File: src/rtl/divider_restoring_32by16.sv
// Sequential unsigned restoring divider: 2N-bit dividend / N-bit divisor.
// Produces one quotient bit per clock with a start/done handshake. The
// divide-by-zero and quotient-overflow cases are decided up front and
// finish right away instead of running the N-step loop.
module divider_restoring_32by16 #(
  parameter int N = 16
) (
  input  logic             clk,
  input  logic             rst,
  input  logic             start,
  input  logic [2*N-1:0]   dividend,
  input  logic [N-1:0]     divisor,
  output logic             busy,
  output logic             done,
  output logic [N-1:0]     quotient,
  output logic [N-1:0]     remainder,
  output logic             div_by_zero,
  output logic             overflow
);

  localparam int CW = $clog2(N + 1);

  typedef enum logic [1:0] {
    S_IDLE = 2'd0,
    S_RUN  = 2'd1,
    S_FIN  = 2'd2
  } state_t;

  state_t          state_q, state_d;
  logic [N-1:0]    rem_q,   rem_d;    // partial remainder R
  logic [N-1:0]    shq_q,   shq_d;    // dividend low half shifting out, quotient bits shifting in
  logic [N-1:0]    dvs_q,   dvs_d;    // latched divisor
  logic [CW-1:0]   cnt_q,   cnt_d;    // iterations still to run
  logic [N-1:0]    quot_q,  quot_d;
  logic [N-1:0]    remo_q,  remo_d;
  logic            dbz_q,   dbz_d;
  logic            ovf_q,   ovf_d;

  // One restoring step. The trial value is N+1 bits wide: the bit shifted
  // out of R must take part in the compare, otherwise divisors with the MSB
  // set would produce wrong quotient bits.
  logic [N:0]      trial;
  logic [N:0]      dvs_ext;
  logic            ge;
  logic [N-1:0]    rem_next;
  logic [N-1:0]    shq_next;

  // Combinational datapath for a single restoring iteration
  always_comb begin
    trial    = {rem_q, shq_q[N-1]};
    dvs_ext  = {1'b0, dvs_q};
    ge       = (trial >= dvs_ext);
    rem_next = ge ? N'(trial - dvs_ext) : trial[N-1:0];
    shq_next = {shq_q[N-2:0], ge};
  end

  // Next-state and result logic for the IDLE/RUN/FIN controller
  always_comb begin
    state_d = state_q;
    rem_d   = rem_q;
    shq_d   = shq_q;
    dvs_d   = dvs_q;
    cnt_d   = cnt_q;
    quot_d  = quot_q;
    remo_d  = remo_q;
    dbz_d   = dbz_q;
    ovf_d   = ovf_q;

    unique case (state_q)
      S_IDLE: begin
        if (start) begin
          dvs_d = divisor;
          if (divisor == '0) begin
            // Division by zero: saturate quotient, pass low half through.
            quot_d  = '1;
            remo_d  = dividend[N-1:0];
            dbz_d   = 1'b1;
            ovf_d   = 1'b0;
            state_d = S_FIN;
          end else if (dividend[2*N-1:N] >= divisor) begin
            // Quotient would need more than N bits.
            quot_d  = '1;
            remo_d  = '0;
            dbz_d   = 1'b0;
            ovf_d   = 1'b1;
            state_d = S_FIN;
          end else begin
            rem_d   = dividend[2*N-1:N];
            shq_d   = dividend[N-1:0];
            cnt_d   = CW'(N);
            state_d = S_RUN;
          end
        end
      end

      S_RUN: begin
        rem_d = rem_next;
        shq_d = shq_next;
        cnt_d = cnt_q - CW'(1);
        if (cnt_q == CW'(1)) begin
          // Last iteration: publish the result together with done.
          quot_d  = shq_next;
          remo_d  = rem_next;
          dbz_d   = 1'b0;
          ovf_d   = 1'b0;
          state_d = S_FIN;
        end
      end

      S_FIN: begin
        state_d = S_IDLE;
      end

      default: begin
        state_d = S_IDLE;
      end
    endcase
  end

  // State and datapath registers with synchronous reset
  always_ff @(posedge clk) begin
    if (rst) begin
      state_q <= S_IDLE;
      rem_q   <= '0;
      shq_q   <= '0;
      dvs_q   <= '0;
      cnt_q   <= '0;
      quot_q  <= '0;
      remo_q  <= '0;
      dbz_q   <= 1'b0;
      ovf_q   <= 1'b0;
    end else begin
      state_q <= state_d;
      rem_q   <= rem_d;
      shq_q   <= shq_d;
      dvs_q   <= dvs_d;
      cnt_q   <= cnt_d;
      quot_q  <= quot_d;
      remo_q  <= remo_d;
      dbz_q   <= dbz_d;
      ovf_q   <= ovf_d;
    end
  end

  assign busy        = (state_q == S_RUN);
  assign done        = (state_q == S_FIN);
  assign quotient    = quot_q;
  assign remainder   = remo_q;
  assign div_by_zero = dbz_q;
  assign overflow    = ovf_q;

endmodule

File: config.mk
export PLATFORM = sky130hd
export DESIGN_NAME = divider_restoring_32by16
export DESIGN_NICKNAME = d
export VERILOG_FILES = /design/src/rtl/divider_restoring_32by16.sv
export SDC_FILE = /design/constraint.sdc
export NUM_CORES = 1
export LEC_CHECK = 0
export BUFFER_PORTS_ARGS = -buffer_cell sky130_fd_sc_hd__buf_2
export CORE_MARGIN = 2
export CORE_UTILIZATION = 35
export DETAILED_ROUTE_END_ITERATION = 7
export GPL_TIMING_DRIVEN = 0
export PLACE_DENSITY = 0.61
export SYNTH_ARGS = -nofsm -noshare
export SYNTH_HDL_FRONTEND = slang
export SYNTH_SLANG_ARGS = --single-unit
File: constraint.sdc
create_clock -name clk -period 7.17 [get_ports clk]
set_clock_uncertainty 0.1 [all_clocks]
set_input_delay 1.0755 -clock clk [delete_from_list [all_inputs] [get_ports clk]]
set_output_delay 1.0755 -clock clk [all_outputs]
set_load 0.02 [all_outputs]
==> results of run 1 <==
cell type report:
type	instances	area, sq um
Clock inverter	6	67.6
Buffer	40	176
Sequential cell	89	1780
Tap cell	184	230
Timing Repair Buffer	85	425
Inverter	40	150
Clock buffer	10	239
Fill cell	1477	8320
Multi-Input combinational cell	457	3030
metrics by stage:
stage,instances,instance area (sq um),total power [mW],util [%]
3_5_place_dp,895,5790,1.34,40.2
6_report,911,6100,1.82,42.3
5_1_grt,911,6100,1.92,42.3
4_1_cts,911,6100,1.82,42.3
3_3_place_gp,895,5790,1.32,40.2
2_1_floorplan,626,5140,1.13,-
per-layer routing:
| layer | global-route usage, % | up-vias | routed length [microns] |
|---|---|---|---|
| met1 | 27.6 | 2404 | 7550 |
| met2 | 35.4 | 159 | 7680 |
| met5 | 0 | - | 0 |
| met4 | 5.75 | 0 | 333 |
| met3 | 5.39 | 27 | 1130 |
| li1 | - | 2447 | - |
power breakdown:
group	switching [mW]	leakage [nW]	internal (mW)	total [mW]
clock	0.201	0.145	0.280	0.481
combinational	0.451	1.78	0.286	0.738
sequential	0.0433	0.732	0.558	0.601
total	0.696	2.66	1.12	1.82
registers in the layout, indices dropped and copies added, names as in the netlist:
name and flops:
cnt_q 5, div_by_zero 1, dvs_q 16, overflow 1, quotient 16, rem_q 16, remainder 16, shq_q 16
state_q 2
tightest hold or removal path, delay by kind of cell, from the launching register on:
family	cells	cell delay [ns]
AO/OA/AOI/OAI	1	0.05
flip-flops	1	0.31
AND/OR/NAND/NOR	1	0.05
final timing paths:
path                   start            to  slack, ns  depth (start not counted)
setup / recovery  divisor[9]      overflow       3.74                          9
hold / removal      dvs_q[3]      dvs_q[3]       0.35                          2
setup reg to reg   shq_q[15]  remainder[8]       4.12                         11
hold reg to reg     dvs_q[3]      dvs_q[3]       0.35                          2
logic make-up (layout without fill, tap and decap cells):
logic type / Yosys count / count (layout)
and+or+nand+nor: 204 / 204
muxes: 39 / 39
DFF: 89 / 89
buffers and inverters: 80 / 181
adders and majority gates: 35 / 35
xor gates and xnor gates: 11 / 11
AOI/OAI and AO/OA: 168 / 168
cell usage after synthesis (2+ instances only):
| library cell | number |
|---|---|
| sky130_fd_sc_hd__ha_1 | 34 |
| sky130_fd_sc_hd__nor2b_1 | 5 |
| sky130_fd_sc_hd__clkbuf_1 | 29 |
| sky130_fd_sc_hd__mux2_2 | 12 |
| sky130_fd_sc_hd__nand2_1 | 69 |
| sky130_fd_sc_hd__a311oi_1 | 4 |
| sky130_fd_sc_hd__dfxtp_1 | 89 |
| sky130_fd_sc_hd__xnor2_1 | 6 |
| sky130_fd_sc_hd__buf_4 | 2 |
| sky130_fd_sc_hd__nand4_1 | 6 |
| sky130_fd_sc_hd__xor2_1 | 5 |
| sky130_fd_sc_hd__a2111oi_0 | 2 |
| sky130_fd_sc_hd__buf_2 | 6 |
| sky130_fd_sc_hd__o211a_1 | 3 |
| sky130_fd_sc_hd__a21oi_1 | 42 |
| sky130_fd_sc_hd__and2_1 | 3 |
| sky130_fd_sc_hd__nand3b_1 | 2 |
| sky130_fd_sc_hd__a221oi_1 | 10 |
| sky130_fd_sc_hd__nor2_1 | 79 |
| sky130_fd_sc_hd__nor3_1 | 12 |
| sky130_fd_sc_hd__nand3_1 | 5 |
| sky130_fd_sc_hd__o211ai_1 | 6 |
| sky130_fd_sc_hd__a31oi_1 | 5 |
| sky130_fd_sc_hd__o21bai_1 | 2 |
| sky130_fd_sc_hd__o21ai_0 | 15 |
| sky130_fd_sc_hd__mux2i_1 | 27 |
| sky130_fd_sc_hd__a211oi_1 | 50 |
| sky130_fd_sc_hd__o21a_1 | 2 |
| sky130_fd_sc_hd__inv_1 | 39 |
| sky130_fd_sc_hd__o2111ai_1 | 3 |
| sky130_fd_sc_hd__nor4_1 | 7 |
| sky130_fd_sc_hd__o41ai_1 | 2 |
| sky130_fd_sc_hd__nand2b_1 | 7 |
| sky130_fd_sc_hd__and3_1 | 2 |
| sky130_fd_sc_hd__a211o_1 | 2 |
| sky130_fd_sc_hd__a21o_1 | 8 |
| sky130_fd_sc_hd__buf_1 | 2 |
==> impl_metrics.yaml, run 1 <==
outcome:
  status: "completed"
synth:
  synthAdderAreaFrac_pct: 8.67
  ys_dominant_reg_cell: "sky130_fd_sc_hd__dfxtp_1"
  synth.yosys.seq_area_share_pct: 34.7
  synth_top_cell_by_area: "sky130_fd_sc_hd__dfxtp_1"
  share_of_the_synthesized_area_in_compound_gates_ao_oa_aoi_oai_pct: 23.1
  postSynthAreaPerCell_sq_um: 8.21
  post_synth_instance_area_sq_um: 5140
  synth_top_family_by_area: "compound AO/OA/AOI/OAI gates"
  synth-simple-area-share_pct: 17.5
  synth-edff-count: 0
  yosysTopAreaCellShare_pct: 34.7
  postSynthRegisterBits: 89
  instance_count_of_the_mapped_netlist: 626
  cell_types_occupying_the_most_area_after_synthesis: "sky130_fd_sc_hd__dfxtp_1 35%, sky130_fd_sc_hd__ha_1 8.3%, sky130_fd_sc_hd__a211oi_1 7.3%"
  synth.net_count: 712
  synthesized_area_fraction_occupied_by_xor_and_xnor_cells_pct: 1.87
  synth.lib_cells_used.distinct: 59
  async_flop_share_pct: 0
  yosys-mux-area-fraction_pct: 7.89
  synth-warning-count: 0
global_route:
  antenna_found_initial: 0
  grtUsageTotal_pct: 21.3
  grt_pass1_vias: 4994
  grt_max_degree: 16
  grt_remaining_overflow: 0
  wire_length_of_the_first_global_routing_pass_microns: 26400
floorplanning:
  design.core.area_sq_um: 14400
  boundaryPins: 87
  die_w_microns: 125
  die-height_microns: 125
  cell_row_count: 44
  floorplan.initialDensity_pct: 35.6
  die_area_sq_um: 15700
place:
  dp.final_hpwl_microns: 13200
  place.gp.congestion: 0.872
  dp_slack_ns: 3.43
  io_buffer_count: 85
routing:
  antenna_violating_nets_left: 0
  drc: 0
  dr.pass1.iters: 4
  routed_via_density: 5.53
  first_iter_violations: 313
  drt_wl_total_microns: 16700
  detail_route.wl_per_cell_microns: 18.3
  via_count: 5037
critical_path:
  slowest_stage: "sky130_fd_sc_hd__clkbuf_1"
  cp.required_ns: 7.34
  crit_fanout: 10
  critical_path.max_stage_delay_ns: 0.49
  worst-path-buf-inv: 2
  cp_data_arrival_time_ns: 3.60
  startpoint_type: "input pin"
  nature_of_the_critical_path_endpoint: "register"
  crit_path_cell_trace: "buf_2 > nor4_1 > nand4_1 > nor3b_1 > o211a_1 > o22ai_2 > clkbuf_1 > nand3_1 > a21oi_1"
  timing.setup.critical_path_class: "input pin to register"
  path_delay_family: "simple AND/OR/NAND/NOR gates"
sta:
  post_layout_min_period_ns: 3.43
  setup-tns-final_ns: 0
  hold_slack_ns: 0.355
  timing_hold_violations_final: 0
  final_min_period_over_clock_period_pct: 47.8
  worst_pin_slew_ns: 0.724
  final_setup_violation_count: 0
  grt_setup_unrepaired: "no"
  number_of_pins_exceeding_their_max_slew_limit_in_the_final_report: 0
  slew_headroom_pct: 51.7
  finalWorstSetupSlack_ns: 3.74
  peak_clock_frequency_supported_by_timing_mhz: 292
cts:
  clk_path_buf_depth: 2
  clock_tree.root_cell: "sky130_fd_sc_hd__clkbuf_16"
  worst_setup_hold_path_clk_slew_ns: 0.06
  tritoncts_num_sinks: 89
  cts-buffers-inserted: 9
  cts_resized: 0
  cts_hold_repair.buffers: 0
  clk-insertion-delay-late_ns: 0.35
  postCtsSetupRepairBufs: 0
  cts_tree: "yes"
  cts_htree_levels: 3
min_path:
  hp-class: "register to register"
finish:
  most-common-layout-cells: "91 x sky130_fd_sc_hd__buf_2, 89 x sky130_fd_sc_hd__dfxtp_1, 79 x sky130_fd_sc_hd__nor2_1"
  final_nets: 808
  area_delta_synth_final_pct: 18.7
  antenna_diode_count: 0
  mostFrequentLayoutCell: "sky130_fd_sc_hd__buf_2"
  layout-drive-gt1-share_pct: 17.6
power:
  standby_leakage_power_nw: 2.66
  power_per_cell_area_nw_per_um2: 298
  irDropWorstVdd_uv: 156
run:
  max-cap-violations: 0
No activity file was read; power rests on OpenSTA's default activity.
==> inputs of run 2 (changes only) <==
Settings changed: ABC_AREA set to 1, PLACE_DENSITY 0.61 to 0.6.
Clock period 7.17 ns to 3.4 ns, I/O delays scaled along.
==> impl_metrics.yaml, run 2 <==
critical_path:
  crit_end: "busy"
  cp_data_arrival_time_ns: 1.92
  timing.setup.critical_path_class: "register to output port"
  startpoint_type: "register"
  reg2reg_from: "dvs_q[14]"
  setup.reg_to_reg.worst_slack_ns: 1.02
  reg2regPathDepth: 12
  worst_r2r_endpoint: "remainder[5]"
  nature_of_the_critical_path_endpoint: "output port"
  critical_path.startpoint: "state_q[0]"
  cp.required_ns: 2.79
  crit_fanout: 10
finish:
  multiInputGateArea_sq_um: 3400
  final-seq-area_sq_um: 1780
  finalNonFillerCells: 1251
  final.fill_count: 1807
  mostFrequentLayoutCell: "sky130_fd_sc_hd__nand2_1"
  most-common-layout-cells: "224 x sky130_fd_sc_hd__nand2_1, 150 x sky130_fd_sc_hd__nor2_1, 113 x sky130_fd_sc_hd__inv_1"
  antenna_diode_count: 0
  layout-drive-gt1-share_pct: 16.6
  final_nets: 1112
  area_delta_synth_final_pct: 17.1
global_route:
  wire_length_of_the_first_global_routing_pass_microns: 28800
  grt_use_met1_pct: 27.0
  gr-usage-met3_pct: 3.96
  globalRoute.busiestLayer: "met2"
  grt_max_degree: 16
  grt_remaining_overflow: 0
  grt_pass1_vias: 5539
  grtUsageTotal_pct: 20.5
  global_route.usage.met2_pct: 34.7
  antenna_found_initial: 0
power:
  pwr-share-seq_pct: 31.7
  comb_power_share_pct: 43.2
  internal_power_mw: 2.37
  switching_power_mw: 1.74
  power_per_cell_area_nw_per_um2: 600
  standby_leakage_power_nw: 3.49
  power_share_of_the_clock_group_pct: 25.1
  power.share.switching_pct: 42.3
  irDropWorstVdd_uv: 310
synth:
  synth_top_family_by_area: "simple AND/OR/NAND/NOR gates"
  synth_top_cell_by_area: "sky130_fd_sc_hd__dfxtp_1"
  synth.lib_cells_used.distinct: 32
  yosys-top-cells-count: "224 x sky130_fd_sc_hd__nand2_1, 150 x sky130_fd_sc_hd__nor2_1, 113 x sky130_fd_sc_hd__inv_1"
  synth.yosys.seq_area_share_pct: 30.5
  instance_count_of_the_mapped_netlist: 929
  synthAdderAreaFrac_pct: 7.61
  cell_types_occupying_the_most_area_after_synthesis: "sky130_fd_sc_hd__dfxtp_1 30%, sky130_fd_sc_hd__nand2_1 14%, sky130_fd_sc_hd__nor2_1 9.6%"
  synth-warning-count: 0
  ys_dominant_reg_cell: "sky130_fd_sc_hd__dfxtp_1"
  share_of_the_synthesized_area_in_compound_gates_ao_oa_aoi_oai_pct: 10.4
  postSynthRegisterBits: 89
  yosys-mux-area-fraction_pct: 0
  post-synth-top-count-cell: "sky130_fd_sc_hd__nand2_1"
  async_flop_share_pct: 0
  synth-simple-area-share_pct: 39.0
  synthesized_area_fraction_occupied_by_xor_and_xnor_cells_pct: 1.05
  postSynthAreaPerCell_sq_um: 6.30
  synth.net_count: 1015
  synth-edff-count: 0
  post_synth_instance_area_sq_um: 5850
  yosysTopAreaCellShare_pct: 30.5
floorplanning:
  boundaryPins: 87
  die_area_sq_um: 17800
  die_w_microns: 133
  floorplan.initialDensity_pct: 35.5
  cell_row_count: 47
  die-height_microns: 133
  design.core.area_sq_um: 16500
sta:
  post_layout_min_period_ns: 2.53
  grt_setup_unrepaired: "no"
  setup-tns-final_ns: 0
  peak_clock_frequency_supported_by_timing_mhz: 395
  final_setup_violation_count: 0
  number_of_pins_exceeding_their_max_slew_limit_in_the_final_report: 0
  slew_headroom_pct: 58.7
  timing_hold_violations_final: 0
  worst_pin_slew_ns: 0.614
  final_min_period_over_clock_period_pct: 74.5
routing:
  via_count: 6033
  drt_wl_total_microns: 18100
  antenna_violating_nets_left: 0
  dr.pass1.iters: 5
  first_iter_violations: 405
  detail_route.wl_per_cell_microns: 14.5
  drc: 0
  routed_via_density: 4.82
cts:
  cts_hold_repair.buffers: 0
  clk_path_buf_depth: 2
  tritoncts_num_sinks: 89
  clock_tree.root_cell: "sky130_fd_sc_hd__clkbuf_16"
  cts_tree: "yes"
  postCtsSetupRepairBufs: 0
  cts-buffers-inserted: 9
  clk-insertion-delay-late_ns: 0.35
  cts_htree_levels: 3
  worst_setup_hold_path_clk_slew_ns: 0.07
  cts_resized: 0
min_path:
  hp-class: "input pin to register"
place:
  post-place-cells: 1235
  io_buffer_count: 86
  place.gp.congestion: 0.910
  dp.final_hpwl_microns: 14600
run:
  max-cap-violations: 0
outcome:
  status: "completed"
[run 2: power by group through the flow]
stage / Combinational, mW / Clock (mW) / Sequential [mW]
final: 1.77 / 1.03 / 1.30
after detailed placement: 1.76 / 0 / 1.32
after global routing: 2.00 / 1.08 / 1.32
after global placement: 1.75 / 0 / 1.32
after CTS: 1.77 / 1.05 / 1.30
after floorplan: 1.23 / 0 / 1.38
[run 2: worst min path at each step]
stage	startpoint	end	cells after the start
floorplan	cnt_q[0]	cnt_q[0]	1
global placement	quotient[8]	quotient[8]	2
detailed placement	overflow	overflow	2
CTS	divisor[3]	dvs_q[3]	3
global route	divisor[2]	dvs_q[2]	3
finish	divisor[2]	dvs_q[2]	3
[run 2: layout make-up]
type / instances / share of cell area [%]
Multi-Input combinational cell: 673 / 49.6
Sequential cell: 89 / 26.0
Inverter: 125 / 6.85
Timing Repair Buffer: 86 / 6.28
Tap cell: 220 / 4.02
Clock buffer: 10 / 3.34
Buffer: 42 / 2.92
Clock inverter: 6 / 0.968
[run 2: routing by layer]
metal	routed length, microns	vias to the layer above
met2	8370	160
met4	234	0
met5	0	-
met3	908	17
met1	8610	2731
li1	-	3125
[run 2: worst max-delay path: stages, from the launching register on]
cell and delay [ns]:
sky130_fd_sc_hd__dfxtp_1 0.36, sky130_fd_sc_hd__inv_2 0.06, sky130_fd_sc_hd__nor2_2 0.17, sky130_fd_sc_hd__buf_2 0.29
sky130_fd_sc_hd__buf_1 0.43, sky130_fd_sc_hd__buf_2 0.26
[run 2: metrics by stage]
| step | util [%] | power, mW | hold WS [ns] | cell area [sq um] | worst slack [ns] |
|---|---|---|---|---|---|
| floorplan | - | 2.61 | 0.354 | 5850 | 1.27 |
| detailed placement | 39.8 | 3.09 | 0.361 | 6560 | 0.696 |
| global route | 41.6 | 4.41 | 0.328 | 6850 | 0.735 |
| CTS | 41.6 | 4.12 | 0.309 | 6850 | 0.830 |
| global placement | 39.8 | 3.08 | 0.357 | 6560 | 0.693 |
| finish | 41.6 | 4.11 | 0.326 | 6850 | 0.866 |
[run 2: cell families after synthesis]
family	Yosys count
adder cells (fa/ha/maj)	35
XOR/XNOR	7
flip-flops	89
AND/OR/NAND/NOR	511
AO/OA/AOI/OAI	120
buffers and inverters	167
